===== src/rtl/dram_req_pkg.sv =====
// Shared widths and queue entry types for the sctag->DRAM request receiver.
// Optional DRAM_REQ_ADDR_PAR_EN adds a poison bit to both entry types.
package dram_req_pkg;

    localparam int ADDR_W = 35;
    localparam int ID_W   = 3;

    typedef struct packed {
        logic [ADDR_W-1:0] addr;
        logic [ID_W-1:0]   id;
        logic              dummy;
`ifdef DRAM_REQ_ADDR_PAR_EN
        logic              poison;
`endif
    } rd_entry_t;

    typedef struct packed {
        logic [ADDR_W-1:0] addr;
`ifdef DRAM_REQ_ADDR_PAR_EN
        logic              poison;
`endif
    } wr_entry_t;

endpackage


===== src/rtl/dram_req_fifo.sv =====
// Synchronous FIFO of a generic entry type; power-of-2 depth, head shown
// combinationally, push on a full FIFO is accepted when a pop happens in the same cycle.
module dram_req_fifo #(
    parameter int  DEPTH   = 8,
    parameter type entry_t = logic
) (
    input  logic                     rclk,
    input  logic                     rst_l,
    input  logic                     push,
    input  entry_t                   push_data,
    input  logic                     pop,
    output entry_t                   head,
    output logic                     full,
    output logic                     empty,
    output logic [$clog2(DEPTH):0]   count
);

    localparam int PTR_W = $clog2(DEPTH);
    localparam int CNT_W = PTR_W + 1;

    entry_t             mem_q [DEPTH];
    logic [PTR_W-1:0]   wr_ptr_q, wr_ptr_d;
    logic [PTR_W-1:0]   rd_ptr_q, rd_ptr_d;
    logic [CNT_W-1:0]   cnt_q, cnt_d;
    logic               push_ok, pop_ok;

    assign full    = (cnt_q == CNT_W'(DEPTH));
    assign empty   = (cnt_q == '0);
    assign count   = cnt_q;
    assign head    = mem_q[rd_ptr_q];
    assign pop_ok  = pop & ~empty;
    assign push_ok = push & (~full | pop_ok);

    // NOTE: every always_comb output gets a default first so no latch is inferred.
    always_comb begin
        wr_ptr_d = wr_ptr_q;
        rd_ptr_d = rd_ptr_q;
        cnt_d    = cnt_q;
        if (push_ok) wr_ptr_d = wr_ptr_q + 1'b1;
        if (pop_ok)  rd_ptr_d = rd_ptr_q + 1'b1;
        case ({push_ok, pop_ok})
            2'b10:   cnt_d = cnt_q + 1'b1;
            2'b01:   cnt_d = cnt_q - 1'b1;
            default: cnt_d = cnt_q;
        endcase
    end

    // NOTE: state flops use non-blocking assignments so every flop samples pre-edge values.
    always_ff @(posedge rclk) begin
        if (!rst_l) begin
            wr_ptr_q <= '0;
            rd_ptr_q <= '0;
            cnt_q    <= '0;
        end else begin
            wr_ptr_q <= wr_ptr_d;
            rd_ptr_q <= rd_ptr_d;
            cnt_q    <= cnt_d;
        end
    end

    // NOTE: storage is not reset; the count alone defines which entries are valid.
    always_ff @(posedge rclk) begin
        if (push_ok) mem_q[wr_ptr_q] <= push_data;
    end

endmodule


===== src/rtl/dram_sctag_req_rcv.sv =====
// sctag->DRAM request receiver: holding stage, read/write queues, acks, arbitrated command port.
// Optional DRAM_REQ_ADDR_PAR_EN adds address parity checking with poisoned entries.
module dram_sctag_req_rcv
    import dram_req_pkg::*;
#(
    parameter int RD_DEPTH = 8,
    parameter int WR_DEPTH = 8,
    parameter int WR_HI_WM = 6
) (
    input  logic                        rclk,
    input  logic                        rst_l,
    input  logic                        sctag_dram_rd_req,
    input  logic                        sctag_dram_rd_dummy_req,
    input  logic [2:0]                  sctag_dram_rd_req_id,
    input  logic                        sctag_dram_wr_req,
    input  logic [34:0]                 sctag_dram_addr,
    output logic                        dram_sctag_rd_ack,
    output logic                        dram_sctag_wr_ack,
    output logic                        cmd_vld,
    output logic                        cmd_is_wr,
    output logic [34:0]                 cmd_addr,
    output logic [2:0]                  cmd_id,
    output logic                        cmd_dummy,
    input  logic                        cmd_pop,
    output logic [$clog2(RD_DEPTH):0]   rd_q_cnt,
    output logic [$clog2(WR_DEPTH):0]   wr_q_cnt,
    output logic                        proto_err
`ifdef DRAM_REQ_ADDR_PAR_EN
    ,
    input  logic                        sctag_dram_addr_par,
    output logic                        addr_par_err
`endif
);

    localparam int RD_CW = $clog2(RD_DEPTH) + 1;
    localparam int WR_CW = $clog2(WR_DEPTH) + 1;

    rd_entry_t  rd_in, rd_hold_q, rd_hold_d, rd_cur, rd_head;
    wr_entry_t  wr_in, wr_hold_q, wr_hold_d, wr_cur, wr_head;
    logic       rd_hold_vld_q, rd_hold_vld_d, wr_hold_vld_q, wr_hold_vld_d;
    logic       rd_ack_q, rd_ack_d, wr_ack_q, wr_ack_d;
    logic       proto_err_q, proto_err_d, sel_wr_q, sel_wr_d;
    logic       rd_load, wr_load, rd_cur_vld, wr_cur_vld;
    logic       rd_push, wr_push, rd_pop, wr_pop;
    logic       rd_full, rd_empty, wr_full, wr_empty, wr_drop;
    logic [RD_CW-1:0] rd_cnt_nx;
    logic [WR_CW-1:0] wr_cnt_nx;

    // A request arriving while its holding register is busy is dropped; on a collision the read wins.
    assign rd_load = sctag_dram_rd_req & ~rd_hold_vld_q;
    assign wr_load = sctag_dram_wr_req & ~sctag_dram_rd_req & ~wr_hold_vld_q;

`ifdef DRAM_REQ_ADDR_PAR_EN
    logic par_bad, addr_par_err_q, addr_par_err_d;
    assign par_bad        = (^sctag_dram_addr) != sctag_dram_addr_par;
    assign addr_par_err_d = addr_par_err_q | (par_bad & (rd_load | wr_load));
    assign addr_par_err   = addr_par_err_q;
    // Poisoned writes are silently discarded at the head instead of being presented.
    assign wr_drop        = sel_wr_q & ~wr_empty & wr_head.poison;
`else
    assign wr_drop        = 1'b0;
`endif

    always_comb begin
        rd_in       = '0;
        rd_in.addr  = sctag_dram_addr;
        rd_in.id    = sctag_dram_rd_req_id;
        rd_in.dummy = sctag_dram_rd_dummy_req;
        wr_in       = '0;
        wr_in.addr  = {sctag_dram_addr[34:1], 1'b0};
`ifdef DRAM_REQ_ADDR_PAR_EN
        rd_in.poison = par_bad;
        wr_in.poison = par_bad;
`endif
    end

    // The incoming request bypasses the holding register so it can enqueue in the cycle it arrives.
    assign rd_cur_vld = rd_hold_vld_q | rd_load;
    assign wr_cur_vld = wr_hold_vld_q | wr_load;
    assign rd_cur     = rd_hold_vld_q ? rd_hold_q : rd_in;
    assign wr_cur     = wr_hold_vld_q ? wr_hold_q : wr_in;

    assign cmd_vld = sel_wr_q ? (~wr_empty & ~wr_drop) : ~rd_empty;
    assign rd_pop  = cmd_pop & cmd_vld & ~sel_wr_q;
    assign wr_pop  = (cmd_pop & cmd_vld & sel_wr_q) | wr_drop;
    assign rd_push = rd_cur_vld & (~rd_full | rd_pop);
    assign wr_push = wr_cur_vld & (~wr_full | wr_pop);

    assign rd_cnt_nx = rd_q_cnt + RD_CW'(rd_push) - RD_CW'(rd_pop);
    assign wr_cnt_nx = wr_q_cnt + WR_CW'(wr_push) - WR_CW'(wr_pop);

    always_comb begin
        rd_hold_d     = rd_cur;
        wr_hold_d     = wr_cur;
        rd_hold_vld_d = rd_cur_vld & ~rd_push;
        wr_hold_vld_d = wr_cur_vld & ~wr_push;
        rd_ack_d      = rd_push;
        wr_ack_d      = wr_push;
        proto_err_d   = proto_err_q
                      | (sctag_dram_rd_req & sctag_dram_wr_req)
                      | (sctag_dram_rd_req & rd_hold_vld_q)
                      | (sctag_dram_wr_req & wr_hold_vld_q)
                      | (cmd_pop & ~cmd_vld);
        // Selection looks at post-update occupancy so it matches what the next cycle presents.
        sel_wr_d = sel_wr_q;
        if (!cmd_vld || cmd_pop) begin
            if (wr_cnt_nx >= WR_CW'(WR_HI_WM)) sel_wr_d = 1'b1;
            else if (rd_cnt_nx != '0)         sel_wr_d = 1'b0;
            else if (wr_cnt_nx != '0)         sel_wr_d = 1'b1;
        end
    end

    always_ff @(posedge rclk) begin
        if (!rst_l) begin
            rd_hold_q     <= '0;
            wr_hold_q     <= '0;
            rd_hold_vld_q <= 1'b0;
            wr_hold_vld_q <= 1'b0;
            rd_ack_q      <= 1'b0;
            wr_ack_q      <= 1'b0;
            proto_err_q   <= 1'b0;
            sel_wr_q      <= 1'b0;
        end else begin
            rd_hold_q     <= rd_hold_d;
            wr_hold_q     <= wr_hold_d;
            rd_hold_vld_q <= rd_hold_vld_d;
            wr_hold_vld_q <= wr_hold_vld_d;
            rd_ack_q      <= rd_ack_d;
            wr_ack_q      <= wr_ack_d;
            proto_err_q   <= proto_err_d;
            sel_wr_q      <= sel_wr_d;
        end
    end

`ifdef DRAM_REQ_ADDR_PAR_EN
    always_ff @(posedge rclk) begin
        if (!rst_l) addr_par_err_q <= 1'b0;
        else        addr_par_err_q <= addr_par_err_d;
    end
`endif

    dram_req_fifo #(.DEPTH(RD_DEPTH), .entry_t(rd_entry_t)) u_rd_fifo (
        .rclk      (rclk),
        .rst_l     (rst_l),
        .push      (rd_push),
        .push_data (rd_cur),
        .pop       (rd_pop),
        .head      (rd_head),
        .full      (rd_full),
        .empty     (rd_empty),
        .count     (rd_q_cnt)
    );

    dram_req_fifo #(.DEPTH(WR_DEPTH), .entry_t(wr_entry_t)) u_wr_fifo (
        .rclk      (rclk),
        .rst_l     (rst_l),
        .push      (wr_push),
        .push_data (wr_cur),
        .pop       (wr_pop),
        .head      (wr_head),
        .full      (wr_full),
        .empty     (wr_empty),
        .count     (wr_q_cnt)
    );

    assign dram_sctag_rd_ack = rd_ack_q;
    assign dram_sctag_wr_ack = wr_ack_q;
    assign proto_err         = proto_err_q;
    assign cmd_is_wr         = sel_wr_q;
    assign cmd_addr          = sel_wr_q ? wr_head.addr : rd_head.addr;
    assign cmd_id            = sel_wr_q ? 3'd0 : rd_head.id;
`ifdef DRAM_REQ_ADDR_PAR_EN
    assign cmd_dummy         = ~sel_wr_q & (rd_head.dummy | rd_head.poison);
`else
    assign cmd_dummy         = ~sel_wr_q & rd_head.dummy;
`endif

endmodule


===== config.mk =====
export PLATFORM = sky130hd
export DESIGN_NAME = dram_sctag_req_rcv
export DESIGN_NICKNAME = d
export VERILOG_FILES = /design/src/rtl/dram_req_pkg.sv /design/src/rtl/dram_req_fifo.sv /design/src/rtl/dram_sctag_req_rcv.sv
export SDC_FILE = /design/constraint.sdc
export NUM_CORES = 1
export LEC_CHECK = 0
export BUFFER_PORTS_ARGS = -buffer_cell sky130_fd_sc_hd__buf_4
export CORE_ASPECT_RATIO = 1.25
export CORE_UTILIZATION = 55
export CTS_BUF_LIST = sky130_fd_sc_hd__clkbuf_4
export CTS_CLUSTER_DIAMETER = 80
export DETAILED_ROUTE_END_ITERATION = 12
export GPL_TIMING_DRIVEN = 0
export PLACE_DENSITY = 0.7
export SYNTH_ARGS = -nofsm -noshare
export SYNTH_HDL_FRONTEND = slang
export SYNTH_HIERARCHICAL = 1
export SYNTH_SLANG_ARGS = --single-unit

===== constraint.sdc =====
create_clock -name rclk -period 11.4 [get_ports rclk]
set_input_delay 1.14 -clock rclk [delete_from_list [all_inputs] [get_ports rclk]]
set_output_delay 1.14 -clock rclk [all_outputs]
set_load 0.05 [all_outputs]

==> flow_summary.toml, run 1 <==
[status]
status = "completed"

[placement]
dp_cells = 2179
dpl.hpwl_mm = 39.58
portBuffers = 95
finalWeightedCongestion = 0.7131
placed_cell_area_sq_um = 30150

[grt]
globalRouteOverflowTotal = 0
grt_use_total_pct = 24.71
grt_max_degree = 24
grt_pass1_vias = 14990
antenna_found_initial = 1
grt_pass1_wl_mm = 91.19

[cts]
clock_sinks = 698
clkLatencyLatePin_ns = 0.87
ctsHtreeMaxLevel = 4
cts-resized-gates = 0
hold_buffers = 0
cts_tree = "built"
cts_setup_buffers = 0
cts_buffer_depth = 3
cts_buffers = 160
clockRootBuffer = "clkbuf_4"
clk_pin_slew_ns = 0.07

[timing]
relSlewSlack_pct = 29.05
max_slew.worst_pin.slew_ns = 1.056
fin_crit_ns = 4.947
max_freq_ghz = 0.2022
finalHoldViolCount = 0
rsz0062_at_grt = "false"
finalSetupViolCount = 0
post-route-period-util_pct = 43.39
slew_violations = 0
final.setup_skew_ns = 0.04616

[critical_path]
critPathRequiredTime_ns = 10.26
r2r_start = "u_rd_fifo/count[1]"
crit_chain = "clkbuf_1, buf_2, buf_2, mux4_2, mux2_4, mux2_2, buf_4"
cp-endpoint = "cmd_addr[30]"
critical_path_peak_fanout = 10
cpPeakStageDelay_ns = 0.56
reg2regPathDepth = 10
crit_path_start_kind = "flip-flop"
rrSetupSlack_ns = 7.30
r2r_end = "u_rd_fifo/mem_q[7][28]"
crit_top_cell = "buf_2"
path_class = "flip-flop to output port"
critical_path.slowest_cell = "clkbuf_1"
endpoint_kind = "output port"
cp.arrival_ns = 3.81

[power_and_ir_drop]
p_leak_uw = 0.01100
power.density_nw_per_um2 = 188.1
vdd_drop_max_mv = 0.1415

[finish]
area_growth_pct = 15.49
finalNonFillerCells = 2467
final_core_util_pct = 64.85
drive_above_1_share_pct = 44.30
fillers = 3486
layout.nets = 1754
postLayoutCellArea_sq_um = 32190

[yosys]
avgSynthCellArea_sq_um = 20.24
syn_nets = 1441
ys_warn_count = 6
synth_edf_count = 592
async_reset_ff_share_pct = 0
syn_inst = 1377
synth_seq_cells = 698
synth.cell_area_sq_um = 27870
synthDistinctLibCells = 50
dominantRegCellSynth = "edfxtp_1"
ys_seq_area_share_pct = 71.39

[floorplanning]
dieArea_sq_um = 51590
pin_count = 96
die_w_um = 203.4
placementRows = 91
start_util_pct = 56.15
chipHeight_um = 253.7
core-area_sq_um = 49640

[detailed_routing]
wl_per_cell_um = 24.74
dr.pass1.iters = 5
finalWirelength_mm = 61.04
vias = 14230
viasPerCell = 5.767
drtIter0Drc = 890
drc_errors = 0
final_antenna_net_count = 0

[min_path]
hold_path_class = "flip-flop to flip-flop"

[run]
drv_cap = 0
==> state kept, by name (all words and copies together), names as in the netlist, named ones only <==
register            cells
u_wr_fifo/rd_ptr_q      3
rd_hold_q              39
u_rd_fifo/count         4
wr_hold_q              35
dram_sctag_rd_ack       1
u_rd_fifo/mem_q       312
proto_err               1
u_wr_fifo/wr_ptr_q      3
u_rd_fifo/rd_ptr_q      3
u_wr_fifo/count         4
rd_hold_vld_q           1
wr_hold_vld_q           1
dram_sctag_wr_ack       1
u_wr_fifo/mem_q       280
cmd_is_wr               1
u_rd_fifo/wr_ptr_q      3
==> where the power goes <==
| part | switching [uW] | internal (uW) |
|---|---|---|
| Combinational | 701 | 513 |
| Sequential | 38.8 | 2880 |
| Clock | 910 | 1010 |
| Total | 1650 | 4410 |
==> cell type report <==
type	instances	area (sq um)	share of cell area, %
antenna	1	2.502	0.007774
clock inverter	39	177.7	0.5519
sequential	698	19900	61.82
inverter	23	86.33	0.2682
tap	651	814.5	2.530
clock buffer	248	1862	5.784
buffer	70	467.9	1.454
multi-input combinational	586	7518	23.36
timing repair buffer	151	1363	4.233
==> stage by stage <==
stage | setup TNS (ns) | hold WS [ns] | setup WS (ns) | power (uW)
after floorplan | 0 | 0.4519 | 4.742 | 3844
after global placement | -7.879 | 0.4649 | -0.2082 | 4169
after CTS | 0 | 0.5064 | 6.400 | 6124
after detailed placement | 0 | 0.4870 | 7.002 | 4205
after global routing | 0 | 0.5156 | 6.399 | 6298
final | 0 | 0.5003 | 6.454 | 6056
==> worst max-delay path: cells and delay by family (launching register included) <==
| family | cells | cell delay (ns) |
|---|---|---|
| multiplexers | 3 | 0.95 |
| buffers and inverters | 4 | 1.67 |
| flip-flops | 1 | 0.31 |
==> layer usage <==
metal / vias up / share of wire [%] / GRT usage, % / wire [um]
met5: - / 0 / 0 / 0
met3: 95 / 5.9 / 4.296 / 3622
met4: 0 / 2.3 / 9.538 / 1391
met1: 7372 / 40 / 32.61 / 24610
li1: 6247 / - / - / -
met2: 514 / 51 / 41.19 / 31420
==> layout by cell type (no fill, tap or decap), types with 16 or more instances in the layout <==
cell type and count:
buf_4 110, inv_1 23, and2_1 80, clkbuf_1 28, clkinv_1 30, nor2_1 28
mux2_4 72, edfxtp_1 592, clkbuf_4 248, dfxtp_1 106, mux4_2 148, buf_6 48
ha_1 16, mux2_2 110, buf_2 16
==> synth_stat cells (9+ instances only) <==
master / n / share of area (%)
and2_1: 80 / 1.8
mux2_4: 72 / 3.9
xor2_1: 9 / 0.28
buf_6: 17 / 0.69
buf_2: 16 / 0.29
nor2_1: 34 / 0.46
edfxtp_1: 592 / 64
nor3_1: 11 / 0.20
mux4_2: 148 / 12
a21oi_1: 11 / 0.20
nand2b_1: 9 / 0.20
inv_1: 23 / 0.31
ha_1: 16 / 0.72
mux2_2: 110 / 4.4
dfxtp_1: 106 / 7.6
clkbuf_1: 28 / 0.38
xnor2_1: 10 / 0.31
==> cell families (layout without fill, tap and decap cells) <==
| group | after synthesis | in the layout | synth area share (%) |
|---|---|---|---|
| compound gates | 47 | 47 | 1.293 |
| simple gates | 165 | 165 | 3.254 |
| fa+ha+maj | 20 | 20 | 1.005 |
| buf+inv | 93 | 531 | 1.989 |
| xor+xnor | 19 | 19 | 0.5970 |
| other cells | 0 | 1 | 0 |
| mux | 335 | 335 | 20.47 |
| flops | 698 | 698 | 71.39 |
==> worst min path at each step <==
stage	slack, ns	from	to	depth (start not counted)
2_1_floorplan	0.45	wr_hold_q[0]	wr_hold_q[0]	1
3_5_place_dp	0.49	wr_hold_q[0]	wr_hold_q[0]	1
3_3_place_gp	0.46	wr_hold_q[0]	wr_hold_q[0]	1
5_1_grt	0.52	wr_hold_q[0]	wr_hold_q[0]	1
4_1_cts	0.51	wr_hold_q[0]	wr_hold_q[0]	1
6_report	0.50	proto_err	proto_err	1
Power figures use the tool's default switching activity.
==> run 2: changes to the inputs <==
- ABC_AREA: default -> 1
- clock period: 11.4 -> 5 ns (I/O delays scaled with it)
==> run 2 against run 1 <==
Non-clock buffer count increased by 62. Count of clock-buffer cells in the layout increased by 2. Synthesized area increased by 1.2%. First-iteration DRC count increased by 83%. Flip-flop and latch count unchanged. Clock power increased by 130%. Cell count increased by 38%. Routed wire length increased by 16%. Total power increased to 2.6 times the previous value. Highest routed layer unchanged.
==> flow_summary.toml, run 2 <==
[cts]
clockRootBuffer = "clkbuf_4"
cts-resized-gates = 0
clkLatencyLatePin_ns = 0.89
cts_tree = "built"
ctsHtreeMaxLevel = 4
cts_buffers = 161
cts_buffer_depth = 3
clk_pin_slew_ns = 0.07
clock_sinks = 698

[yosys]
synth_area_leader_cell = "edfxtp_1"
synth.top_cells.by_count = "nand2_1 (606), edfxtp_1 (592), nor2_1 (193), o21ai_0 (154)"
yosysMostFrequentCell = "nand2_1"
ys_warn_count = 6
synth.area.top_cells = "edfxtp_1 (63%), nand2_1 (8.1%), dfxtp_1 (7.5%)"
synth_top_area_share_pct = 63.03
synth_seq_cells = 698
ys_seq_area_share_pct = 70.56
avgSynthCellArea_sq_um = 12.24
async_reset_ff_share_pct = 0
synth.cell_area_sq_um = 28200
synthDistinctLibCells = 37
synth_edf_count = 592
syn_inst = 2304
dominantRegCellSynth = "edfxtp_1"
syn_nets = 2368

[detailed_routing]
dr.pass1.iters = 5
drc_errors = 0
wl_per_cell_um = 20.71
vias = 19030
finalWirelength_mm = 70.64
viasPerCell = 5.580
final_antenna_net_count = 0
drtIter0Drc = 1629

[critical_path]
endpoint_kind = "output port"
crit_family = "buffers and inverters"
crit_path_start_kind = "flip-flop"
crit_chain = "clkbuf_1, clkbuf_1, nand2_1, nand2_1, nand2_1, nand2_1, buf_4"
cp.arrival_ns = 3.14
cpPeakStageDelay_ns = 0.55
crit_buf_inv = 3
crit_top_cell = "nand2_1"
critical_path_peak_fanout = 10
critPathRequiredTime_ns = 4.50
path_class = "flip-flop to output port"
critical_path.slowest_cell = "clkbuf_1"

[finish]
mostFrequentLayoutCell = "nand2_1"
largest_reg_flops = 312
most-common-layout-cells = "nand2_1 (606), edfxtp_1 (592), clkbuf_4 (250)"
area_growth_pct = 16.16
layout.nets = 2686
drive_above_1_share_pct = 16.68
largestRegisters = "u_rd_fifo/mem_q x312, u_wr_fifo/mem_q x280, rd_hold_q x39"
top_register = "u_rd_fifo/mem_q"

[timing]
max_slew.worst_pin.slew_ns = 0.8864
slew_violations = 0
finalHoldViolCount = 0
finalWorstSetupSlack_ns = 1.356
final.setup_skew_ns = 0.04713
tns_ns = 0
rsz0062_at_grt = "false"
relSlewSlack_pct = 40.91
fin_crit_ns = 3.644
finalSetupViolCount = 0
max_freq_ghz = 0.2744
post-route-period-util_pct = 72.88

[floorplanning]
chipHeight_um = 255.2
core-area_sq_um = 50530
die_w_um = 204.5
placementRows = 92
dieArea_sq_um = 52190
start_util_pct = 55.81
pin_count = 96

[power_and_ir_drop]
seq_power_share_pct = 42.9
p_leak_uw = 0.01203
p_sw_share_pct = 34.73
vdd_drop_max_mv = 0.2978
power.density_nw_per_um2 = 484.3
combPwrFrac_pct = 29.3
clkPwrFrac_pct = 27.8
power_switching_uw = 5510
p_int_uw = 10360

[run]
drv_cap = 0

[grt]
grt_max_degree = 29
grt_pass1_wl_mm = 106.5
grtUsageMet3_pct = 5.055
grt_pass1_vias = 19390
busiest_layer = "met2"
globalRouteOverflowTotal = 0
grt_use_met2_pct = 48.19
antenna_found_initial = 1
grt_use_total_pct = 27.53
grt_util_met1_pct = 31.42

[min_path]
hold_path_class = "flip-flop to flip-flop"

[status]
status = "completed"

[placement]
finalWeightedCongestion = 0.8607
dpl.hpwl_mm = 48.58
pre_cts_ws_ns = 1.720
portBuffers = 95
==> run 2: cell families (layout without fill, tap and decap cells) <==
logic type / after synthesis / count (layout) / synth area share, %
DFF: 698 / 698 / 70.56
adders and majority gates: 20 / 20 / 0.9938
xor gates and xnor gates: 6 / 6 / 0.1863
and+or+nand+nor: 834 / 834 / 11.34
other: 0 / 1 / 0
buffers and inverters: 194 / 642 / 3.802
muxes: 148 / 148 / 5.253
AOI/OAI and AO/OA: 404 / 404 / 7.866
==> run 2: final timing paths <==
check                                      startpoint                endpoint  slack [ns]  cells past startpoint
worst max-delay path                        flip-flop            cmd_addr[27]        1.36                      7
worst min-delay path            u_rd_fifo/rd_ptr_q[2]               flip-flop        0.47                      2
worst max register to register     u_rd_fifo/count[1]  u_rd_fifo/mem_q[6][28]        1.59                     12
worst min register to register  u_rd_fifo/rd_ptr_q[2]               flip-flop        0.47                      2
==> run 2: timing repair <==
| item | 4_1_cts | 5_1_grt |
|---|---|---|
| hold endpoints to repair | 90 | 0 |
| setup endpoints to repair | 0 | 0 |
| setup buffers | 0 | 0 |
| hold buffers | 44 | 0 |
==> run 2: final cells by class <==
class                      instances  area, sq um
antenna                            1        2.502
buffer                           128        817.0
clock buffer                     250         1877
clock inverter                    43        192.7
fill                            3761        17770
inverter                          66        255.2
multi-input combinational       1412         7351
sequential                       698        19900
tap                              658        823.3
timing repair buffer             155         1541
==> run 2: power by group through the flow <==
stage	Combinational, uW	Clock (uW)	Sequential (uW)
6_report	4650	4420	6800
5_1_grt	4950	4800	6830
4_1_cts	4610	4510	6800
3_5_place_dp	4560	0	6930
3_3_place_gp	4420	0	6940
2_1_floorplan	2930	0	6990
==> run 2: worst reg2reg max path, stage by stage (launching register included) <==
cell and delay [ns]:
dfxtp_1 0.51, nor2_1 0.14, nand2_1 0.14, inv_1 0.05, or2_4 0.25, nor2_1 0.24
inv_1 0.07, nand4_1 0.11, nand2_1 0.16, inv_1 0.12, nand2_1 0.26, nor2_4 0.76
buf_16 0.26
==> run 2: metal layers <==
layer  vias up  wire, um
met3       165      4973
met1      9165     25880
met4         0      3128
met5         -         0
li1       8951         -
met2       751     36660
==> run 2: per-stage QoR <==
stage               utilization [%]  area [sq um]  total power (uW)  hold WS (ns)  instances
floorplan                         -         28200              9918        0.4261       2304
global route                  64.83         32760             16570        0.4644       3411
detailed placement            59.85         30250             11490        0.4638       3073
finish                        64.83         32760             15870        0.4717       3411
CTS                           64.82         32760             15920        0.4099       3410
global placement              58.85         29740             11360        0.4439       3057
